`src/rtl/wir_building.sv`:
```
// Wrapper instruction register: serial shift/capture stage on WRCK rising edge,
// parallel update stage on WRCK falling edge, decoded into the boundary-path select.
module wir_building #(
    parameter int WIR_LEN = 3
) (
    input  logic WRCK_input,
    input  logic wir_capture,
    input  logic wir_shift,
    input  logic wir_update,
    input  logic WRCK,
    input  logic resetn,
    input  logic WRSTN,
    output logic wir_so,
    output logic wir_ctrl_output
);

    typedef enum logic [1:0] {
        WS_BYPASS  = 2'd0,
        WS_EXTEST  = 2'd1,
        WS_INTEST  = 2'd2,
        WS_PRELOAD = 2'd3
    } wir_instr_e;

    logic [WIR_LEN-1:0] sr_q, sr_d;
    logic [WIR_LEN-1:0] ur_q, ur_d;
    wir_instr_e         instr;

    // Capture wins over shift; the soft clear blocks both on the same edge.
    always_comb begin
        sr_d = sr_q;
        if (!resetn) begin
            sr_d = '0;
        end else if (wir_capture) begin
            sr_d = ur_q;
        end else if (wir_shift) begin
            sr_d = {WRCK_input, sr_q[WIR_LEN-1:1]};
        end
    end

    always_comb begin
        ur_d = ur_q;
        if (!resetn) begin
            ur_d = '0;
        end else if (wir_update) begin
            ur_d = sr_q;
        end
    end

    always_ff @(posedge WRCK or posedge WRSTN) begin
        if (WRSTN) begin
            sr_q <= '0;
        end else begin
            sr_q <= sr_d;
        end
    end

    // Update on the falling edge so it sees the value shifted on the preceding rising edge.
    always_ff @(negedge WRCK or posedge WRSTN) begin
        if (WRSTN) begin
            ur_q <= '0;
        end else begin
            ur_q <= ur_d;
        end
    end

    // Codes above 3 are reserved and fall back to bypass.
    always_comb begin
        instr = WS_BYPASS;
        if (ur_q <= WIR_LEN'(3)) begin
            instr = wir_instr_e'(ur_q[1:0]);
        end
    end

    assign wir_so          = sr_q[0];
    assign wir_ctrl_output = (instr != WS_BYPASS);

endmodule

```
`config.mk`:
```
export PLATFORM = sky130hd
export DESIGN_NAME = wir_building
export DESIGN_NICKNAME = d
export VERILOG_FILES = /design/src/rtl/wir_building.sv
export SDC_FILE = /design/constraint.sdc
export NUM_CORES = 1
export LEC_CHECK = 0
export ABC_CLOCK_PERIOD_IN_PS = 1400
export CAP_MARGIN = 20
export CORE_AREA = 8 8 45 47
export CTS_CLUSTER_SIZE = 25
export DETAILED_ROUTE_END_ITERATION = 10
export DIE_AREA = 0 0 53 55
export GPL_ROUTABILITY_DRIVEN = 0
export GPL_TIMING_DRIVEN = 0
export PLACE_DENSITY_LB_ADDON = 0.05
export SYNTH_ARGS = -nofsm -noshare
export SYNTH_HDL_FRONTEND = slang
export SYNTH_SLANG_ARGS = --single-unit
```
`constraint.sdc`:
```
create_clock -name WRCK -period 1.4 [get_ports WRCK]
set_clock_uncertainty 0.05 [all_clocks]
set_input_delay 0.21 -clock WRCK [delete_from_list [all_inputs] [get_ports WRCK]]
set_output_delay 0.21 -clock WRCK [all_outputs]
set_load 0.005 [all_outputs]
```
Word-level counts from Yosys, hierarchy flattened

Cells that the tools add are included.

Bits in registers: 6
Input port bits: 7

Magnitude comparators: 1
Eq/ne operators: 2
Muxes and demuxes: 6
Reductions and logical operators: 1

Operator list:

| cell                                                                   | count |
|---|---|
| 3-bit 2-to-1 mux                                                       | 5 |
| 3-bit by 2-bit <= comparator with 1-bit output (second input constant) | 1 |
| 3-bit inequality test (second input constant)                          | 1 |
| 2-bit 2-to-1 mux                                                       | 1 |
| 2-bit inequality test (second input constant)                          | 1 |
| 2-bit nonzero test                                                     | 1 |

Longest topological paths before layout

Gate-level depths: netlist (run 1).

Depth after elaboration: 3
Mapped depth: 2
Mapped depth without buffers: 2

==> flow_metrics.env, run 1 <==
export IMPL_status="complete, but fails checks"
export IMPL_violations="setup timing"
export IMPL_synth_avg_cell_area_um2=12.2
export IMPL_rows=14
export IMPL_start_kind="register"
export IMPL_cts_tree="yes"
export IMPL_cts_max_level=1
export IMPL_chipHeight_um=55
export IMPL_cts_clk_slew_worst_paths_ns=0.05
export IMPL_cts_sinks=6
export IMPL_io_buffers=8
export IMPL_max_stage_delay_ns=0.44
export IMPL_vias=240
export IMPL_path_delay_family="flip-flops"
export IMPL_worstMarginPinSlew_ns=0.361
export IMPL_yosysUniqueCellTypes=9
export IMPL_crit_chain="nor2_1, nor2_1, buf_2"
export IMPL_netlist_area_leader_share_pct=25.6
export IMPL_drt_total_wl_um=703
export IMPL_finalMaxSlewViolations=0
export IMPL_fin_nets=47
export IMPL_setup_violations=7
export IMPL_start_util_pct=21.2
export IMPL_synth_seq_cells=6
export IMPL_dr_max_layer_used="met3"
export IMPL_grt_pass1_wl_um=1150
export IMPL_worstPathMaxFanout=3
export IMPL_crit_buf_inv=1
export IMPL_crit_type="register to output port"
export IMPL_fill_cells=151
export IMPL_antenna_found_initial=0
export IMPL_wl_per_cell_um=12.8
export IMPL_drive_gt1_share_pct=23.1
export IMPL_synthTopCellsByArea="dfrtn_1 26%, dfrtp_1 26%, mux2_1 12%, mux2i_1 10%, o211a_1 10%"
export IMPL_final_util_pct=32.6
export IMPL_first_iter_violations=2
export IMPL_r2r_start="ur_q[0]"
export IMPL_syn_nets=31
export IMPL_hold_path_class="input pin to asynchronous set/reset pin"
export IMPL_crit_required_ns=1.14
export IMPL_drc_errors=0
export IMPL_insertion_delay_ns=0.25
export IMPL_finalHoldViolCount=0
export IMPL_die_w_um=53
export IMPL_yosys_warnings=0
export IMPL_synth_area_um2=293
export IMPL_syn_inst=24
export IMPL_boundaryPins=9
export IMPL_holdWs_ns=0.133
export IMPL_p_per_area_mw_per_mm2=945
export IMPL_p_leak_nw=0.258
export IMPL_dieArea_mm2=0.00292
export IMPL_synth_edf_count=0
export IMPL_first_global_vias=239
export IMPL_postRouteAntennaNets=0
export IMPL_wl_met1_um=318
export IMPL_grt_usage_pct=5.70
export IMPL_relSlewSlack_pct=75.9
export IMPL_wl_met2_um=308
export IMPL_viasPerCell=4.36
export IMPL_grt_overflow=0
export IMPL_wl_met3_um=75
export IMPL_worst_path_most_repeated_cell="nor2_1"
export IMPL_rsz0062_at_grt="yes"
export IMPL_ys_seq_area_share_pct=51.3
export IMPL_ys_flop_type="dfrtp_1"
export IMPL_numCtsBuffers=3
export IMPL_area_growth_pct=54.3
export IMPL_cts_path_max_buffers=2
export IMPL_n_antenna_cell=0
export IMPL_core_mm2=0.00138
export IMPL_ir_drop_mv=0.361
export IMPL_maxCapViolations=0
export IMPL_synth_async_reset_ratio_pct=100
export IMPL_yosys_area_top_type="dfrtn_1"
export IMPL_cts_root_buf="clkbuf_4"
export IMPL_slowest_stage="dfrtn_1"
export IMPL_arrival_ns=1.64
export IMPL_grt_max_degree=7
export IMPL_setup_worst_path_end_class="output port"
export IMPL_finalWorstSetupSlack_ns=-0.503
export IMPL_cp_startpoint="ur_q[0]"
export IMPL_drt_first_pass_iters=2
## what timing repair did
action,4_1_cts,5_1_grt
hold buffers,0,0
resized for setup,7,2
pin swaps,1,0
endpoints found under the setup margin,7,8
buffers inserted,2,1
## through the flow
step | power [mW] | setup TNS (ns) | std cells | instance area [µm²] | worst slack (ns)
finish | 0.427 | -1.20 | 55 | 452 | -0.503
global route | 0.454 | -1.47 | 55 | 452 | -0.563
CTS | 0.433 | -1.11 | 54 | 434 | -0.512
detailed placement | 0.248 | -2.57 | 48 | 393 | -0.632
global placement | 0.248 | -2.57 | 48 | 393 | -0.623
floorplan | 0.213 | -0.294 | 24 | 293 | -0.0966
## kinds of logic (layout without fill, tap and decap cells)
group                  Yosys count  after routing  synth area share (%)
and+or+nand+nor                  8              8                  15.4
DFF                              6              6                  51.3
AOI/OAI and AO/OA                3              3                  10.3
muxes                            6              6                  21.8
buffers and inverters            1             16                  1.28
## final timing paths
path                                    to  slack [ns]  cells past startpoint
max                        wir_ctrl_output       -0.50                      3
min                                sr_q[1]        0.13                      2
max reg2reg                        sr_q[0]       -0.21                      3
min reg2reg                        ur_q[1]        0.48                      2
max in group asynchronous          ur_q[1]        0.35                      2
min in group WRCK                  sr_q[1]        0.40                      2
## routing by layer
| metal | vias up | GRT usage, % |
|---|---|---|
| li1 | 113 | - |
| met1 | 120 | 6.45 |
| met2 | 7 | 6.64 |
| met3 | 0 | 3.48 |
| met4 | 0 | 6.47 |
| met5 | - | 0 |
## registers in the layout (all words and copies together) (netlist names)
| signal | count |
|---|---|
| sr_q | 3 |
| ur_q | 3 |
## cell usage in the layout (no fill, tap or decap)
cell type | netlist | layout
buf_2 | 0 | 1
buf_4 | 0 | 3
clkbuf_1 | 0 | 1
clkbuf_4 | 0 | 3
clkdlybuf4s50_1 | 0 | 4
dfrtn_1 | 3 | 3
dfrtp_1 | 3 | 3
dlygate4sd2_1 | 0 | 2
dlymetal6s2s_1 | 0 | 1
inv_1 | 1 | 1
mux2_1 | 3 | 3
mux2i_1 | 3 | 3
nand2b_1 | 3 | 1
nand2b_4 | 0 | 2
nor2_1 | 2 | 2
nor2b_1 | 3 | 3
o211a_1 | 3 | 3
## worst register-to-register path, stage by stage (launching register included)
cell and delay [ns]:
dfrtn_1 0.44, buf_4 0.12, nand2b_4 0.10, o211a_1 0.14
## cell type report
type / instances / area, µm² / share of cell area [%]
Multi-Input combinational cell: 17 / 154 / 34.1
Sequential cell: 6 / 150 / 33.2
Clock buffer: 4 / 26.3 / 5.82
Timing Repair Buffer: 11 / 97.6 / 21.6
Inverter: 1 / 3.75 / 0.831
Tap cell: 16 / 20.0 / 4.43
## power by group
part / switching, mW / leakage [nW] / internal [mW]
logic: 0.0251 / 0.162 / 0.0383
registers: 0.00478 / 0.0812 / 0.182
clock network: 0.0683 / 0.0150 / 0.108
total: 0.0982 / 0.258 / 0.329
No activity file was read; power rests on OpenSTA's default activity.
==> run 2, diff against run 1 <==
RECOVER_POWER = 100   (was default)
==> run 2 against run 1 <==
The run still ends with setup timing left. Clock-buffer cell count unchanged. Die area unchanged. Setup slack unchanged. First-iteration DRC count unchanged. Global-route usage unchanged. Sequential share of layout area increased by 0.19 points. Critical path depth unchanged. Largest power group unchanged. Highest routed layer unchanged.
==> flow_metrics.env, run 2 (same netlist as run 1, synthesis figures left out) <==
export IMPL_drc_errors=0
export IMPL_grt_pass1_wl_um=1150
export IMPL_finalWorstSetupSlack_ns=-0.503
export IMPL_crit_required_ns=1.14
export IMPL_grt_overflow=0
export IMPL_insertion_delay_ns=0.25
export IMPL_r2r_setup_slack_ns=-0.21
export IMPL_setup_violations=7
export IMPL_crit_type="register to output port"
export IMPL_rows=14
export IMPL_slowest_stage="dfrtn_1"
export IMPL_crit_buf_inv=1
export IMPL_cts_clk_slew_worst_paths_ns=0.05
export IMPL_antenna_found_initial=0
export IMPL_violations="setup timing"
export IMPL_max_stage_delay_ns=0.44
export IMPL_rsz0062_at_grt="yes"
export IMPL_wl_per_cell_um=12.7
export IMPL_arrival_ns=1.64
export IMPL_area_growth_pct=53.4
export IMPL_finalMaxSlewViolations=0
export IMPL_drive_gt1_share_pct=23.1
export IMPL_cts_path_max_buffers=2
export IMPL_dp_cells=48
export IMPL_chipHeight_um=55
export IMPL_first_global_vias=239
export IMPL_core_mm2=0.00138
export IMPL_final_cells=55
export IMPL_cts_root_buf="clkbuf_4"
export IMPL_die_w_um=53
export IMPL_cts_tree="yes"
export IMPL_r2r_start="ur_q[0]"
export IMPL_path_delay_family="flip-flops"
export IMPL_setup_worst_path_end_class="output port"
export IMPL_hold_path_class="input pin to asynchronous set/reset pin"
export IMPL_r2r_cells=3
export IMPL_relSlewSlack_pct=75.9
export IMPL_p_leak_nw=0.242
export IMPL_largestRegisters="sr_q x3, ur_q x3"
export IMPL_status="complete, but fails checks"
export IMPL_cts_max_level=1
export IMPL_n_antenna_cell=0
export IMPL_fill_cells=150
export IMPL_p_per_area_mw_per_mm2=949
export IMPL_preCtsSetupSlack_ns=-0.632
export IMPL_boundaryPins=9
export IMPL_worst_path_most_repeated_cell="nor2_1"
export IMPL_fin_nets=47
export IMPL_first_iter_violations=2
export IMPL_hold_buffers=0
export IMPL_drt_first_pass_iters=2
export IMPL_maxCapViolations=0
export IMPL_io_buffers=8
export IMPL_postRouteAntennaNets=0
export IMPL_start_kind="register"
export IMPL_viasPerCell=4.36
export IMPL_start_util_pct=21.2
export IMPL_drt_total_wl_um=700
export IMPL_dieArea_mm2=0.00292
export IMPL_numCtsBuffers=3
export IMPL_grt_max_degree=7
export IMPL_ir_drop_mv=0.358
export IMPL_finalHoldViolCount=0
export IMPL_worstMarginPinSlew_ns=0.361
export IMPL_grt_usage_pct=5.70
export IMPL_crit_chain="nor2_1, nor2_1, buf_2"
export IMPL_worstPathMaxFanout=3
export IMPL_r2r_end="sr_q[0]"
export IMPL_vias=240
export IMPL_cts_sinks=6
==> run 2: worst max-delay path by stage <==
| stage | slack, ns | start | depth (start not counted) | endpoint |
|---|---|---|---|---|
| after floorplan | -0.1 | ur_q[0] | 2 | wir_ctrl_output |
| after global placement | -0.62 | ur_q[0] | 3 | wir_ctrl_output |
| after detailed placement | -0.63 | ur_q[0] | 3 | wir_ctrl_output |
| after CTS | -0.51 | ur_q[0] | 3 | wir_ctrl_output |
| after global routing | -0.56 | ur_q[0] | 3 | wir_ctrl_output |
| final | -0.50 | ur_q[0] | 3 | wir_ctrl_output |
==> run 2: worst reg2reg max path, stage by stage, from the launching register on <==
cell      delay, ns
dfrtn_1        0.44
buf_4          0.12
nand2b_4       0.10
o211a_1        0.14
==> run 2: area by class of cell <==
cell class | instances | area [µm²] | area share (%)
multi-input cells | 17 | 154 | 34.3
flip-flops and latches | 6 | 150 | 33.4
repair buffers | 11 | 95.1 | 21.2
clock buffers | 4 | 26.3 | 5.85
well taps | 16 | 20.0 | 4.46
inverters | 1 | 3.75 | 0.836
==> run 2: power breakdown <==
group / switching, mW / total (mW) / leakage (nW) / internal, mW
Combinational: 0.0251 / 0.0628 / 0.146 / 0.0377
Clock: 0.0683 / 0.177 / 0.0150 / 0.108
Sequential: 0.00485 / 0.187 / 0.0812 / 0.182
Total: 0.0982 / 0.426 / 0.242 / 0.328
==> run 2: layer usage <==
layer,GRT usage [%],wire [µm],up-vias
met4,6.47,0,0
met2,6.64,308,7
li1,-,-,113
met5,0,0,-
met3,3.48,75,0
met1,6.45,316,120
==> run 2: through the flow <==
step | area (µm²) | TNS [ns] | hold WS, ns | power (mW) | utilization [%]
finish | 449 | -1.20 | 0.271 | 0.426 | 32.5
global route | 449 | -1.48 | 0.288 | 0.453 | 32.5
CTS | 434 | -1.11 | 0.132 | 0.433 | 31.4
detailed placement | 393 | -2.57 | 0.403 | 0.248 | 28.4
global placement | 393 | -2.57 | 0.396 | 0.248 | 28.4
floorplan | 293 | -0.294 | -0.0491 | 0.213 | -
==> run 2: timing repair <==
item / in CTS / in global routing
hold endpoints to repair: 0 / 0
setup endpoints to repair: 7 / 8
setup buffers: 2 / 1
gates resized for setup: 7 / 2
pin swaps: 1 / 0
==> run 3, diff against run 2 <==
GPL_TIMING_DRIVEN = default   (was 0)
==> run 3 against run 2 <==
The flow still finishes with violations (setup timing). Power grew 1.2%. Critical path type unchanged. Final cell count rose by 16%. Critical endpoint unchanged. Largest cell class is now buffers. Sequential share of layout area decreased by 4.5 points. Clock power decreased by 7%.
==> flow_metrics.env, run 3 (same netlist as run 1, synthesis figures left out) <==
export IMPL_worstMarginPinSlew_ns=0.322
export IMPL_stdcell_area_um2=519
export IMPL_chipHeight_um=55
export IMPL_drt_first_pass_iters=3
export IMPL_r2r_cells=5
export IMPL_hold_path_class="input pin to asynchronous set/reset pin"
export IMPL_placement_cell_area_um2=453
export IMPL_largestRegisters="sr_q x3, ur_q x3"
export IMPL_vias=267
export IMPL_io_buffers=8
export IMPL_fill_cells=135
export IMPL_crit_required_ns=1.14
export IMPL_setup_tns_ns=-1.43
export IMPL_worstPathMaxFanout=2
export IMPL_crit_chain="nor2_1, nor2_1, buf_2"
export IMPL_viasPerCell=4.17
export IMPL_grt_usage_pct=5.59
export IMPL_r2r_setup_slack_ns=-0.36
export IMPL_relSlewSlack_pct=78.4
export IMPL_p_leak_nw=0.290
export IMPL_finalMaxSlewViolations=0
export IMPL_area_growth_pct=77.4
export IMPL_numCtsBuffers=3
export IMPL_insertion_delay_ns=0.25
export IMPL_ir_drop_mv=0.381
export IMPL_fin_nets=56
export IMPL_core_mm2=0.00138
export IMPL_cts_root_buf="clkbuf_4"
export IMPL_cts_clk_slew_worst_paths_ns=0.04
export IMPL_r2r_start="ur_q[2]"
export IMPL_cts_sinks=6
export IMPL_n_antenna_cell=0
export IMPL_drive_gt1_share_pct=35.4
export IMPL_postRouteAntennaNets=0
export IMPL_boundaryPins=9
export IMPL_final_util_pct=37.5
export IMPL_start_util_pct=21.2
export IMPL_arrival_ns=1.60
export IMPL_grt_overflow=0
export IMPL_cts_tree="yes"
export IMPL_rsz0062_at_grt="yes"
export IMPL_antenna_found_initial=0
export IMPL_r2r_end="sr_q[2]"
export IMPL_power_mw=0.431
export IMPL_path_delay_family="flip-flops"
export IMPL_first_global_vias=276
export IMPL_final_cells=64
export IMPL_die_w_um=53
export IMPL_hold_buffers=0
export IMPL_maxCapViolations=0
export IMPL_hpwlAfterDp_um=573
export IMPL_status="complete, but fails checks"
export IMPL_cts_max_level=1
export IMPL_holdWs_ns=0.253
export IMPL_preCtsSetupSlack_ns=-0.587
export IMPL_setup_worst_path_end_class="output port"
export IMPL_wl_per_cell_um=11.0
export IMPL_drc_errors=0
export IMPL_p_per_area_mw_per_mm2=831
export IMPL_dp_cells=56
export IMPL_grt_pass1_wl_um=1120
export IMPL_crit_buf_inv=1
export IMPL_setup_violations=7
export IMPL_finalWorstSetupSlack_ns=-0.459
export IMPL_finalHoldViolCount=0
export IMPL_crit_type="register to output port"
export IMPL_start_kind="register"
export IMPL_first_iter_violations=2
export IMPL_layout_common_cells="8 x buf_4, 4 x clkbuf_4"
export IMPL_cts_path_max_buffers=2
export IMPL_drt_total_wl_um=703
export IMPL_final_common_cell="buf_4"
export IMPL_max_stage_delay_ns=0.42
export IMPL_rows=14
export IMPL_dieArea_mm2=0.00292
export IMPL_grt_max_degree=7
export IMPL_worst_path_most_repeated_cell="nor2_1"
export IMPL_violations="setup timing"
export IMPL_slowest_stage="dfrtn_1"
==> run 3: cell types whose count changed in the layout (fill, tap and decap cells not counted) <==
cell	before	now
buf_4	3	8
buf_6	0	2
clkbuf_1	1	2
clkbuf_4	3	4
clkdlybuf4s25_1	1	0
dlygate4sd2_1	2	3
==> run 3: area by class of cell <==
type,count,area [µm²],share of cell area [%]
inverter,1,3.75,0.723
clock buffer,4,26.3,5.06
sequential,6,150,28.9
tap,16,20.0,3.86
multi-input combinational,17,154,29.6
timing repair buffer,20,165,31.8
==> run 3: power by group <==
group	internal, mW	total [mW]	switching, mW
clock	0.108	0.165	0.0576
combinational	0.0518	0.0802	0.0284
sequential	0.182	0.186	0.00370
==> run 3: worst max path at each step <==
| stage | start | endpoint | slack, ns | cells after the start |
|---|---|---|---|---|
| floorplan | ur_q[0] | wir_ctrl_output | -0.1 | 2 |
| global placement | ur_q[1] | wir_ctrl_output | -0.60 | 3 |
| detailed placement | ur_q[1] | wir_ctrl_output | -0.59 | 3 |
| CTS | ur_q[1] | wir_ctrl_output | -0.46 | 3 |
| global route | ur_q[0] | wir_ctrl_output | -0.50 | 3 |
| finish | ur_q[1] | wir_ctrl_output | -0.46 | 3 |
==> run 3: routing by layer <==
| metal | wire (µm) | vias up | GRT usage [%] |
|---|---|---|---|
| met1 | 305 | 127 | 5.06 |
| li1 | - | 133 | - |
| met3 | 34 | 0 | 2.67 |
| met5 | 0 | - | 0 |
| met4 | 0 | 0 | 6.47 |
| met2 | 362 | 7 | 8.59 |
==> run 3: repair_timing <==
| action | in CTS | in global routing |
|---|---|---|
| gates resized for setup | 9 | 2 |
| endpoints found under the setup margin | 8 | 7 |
| setup buffers | 2 | 2 |
| pin swaps | 1 | 2 |
| cloned | 0 | 0 |
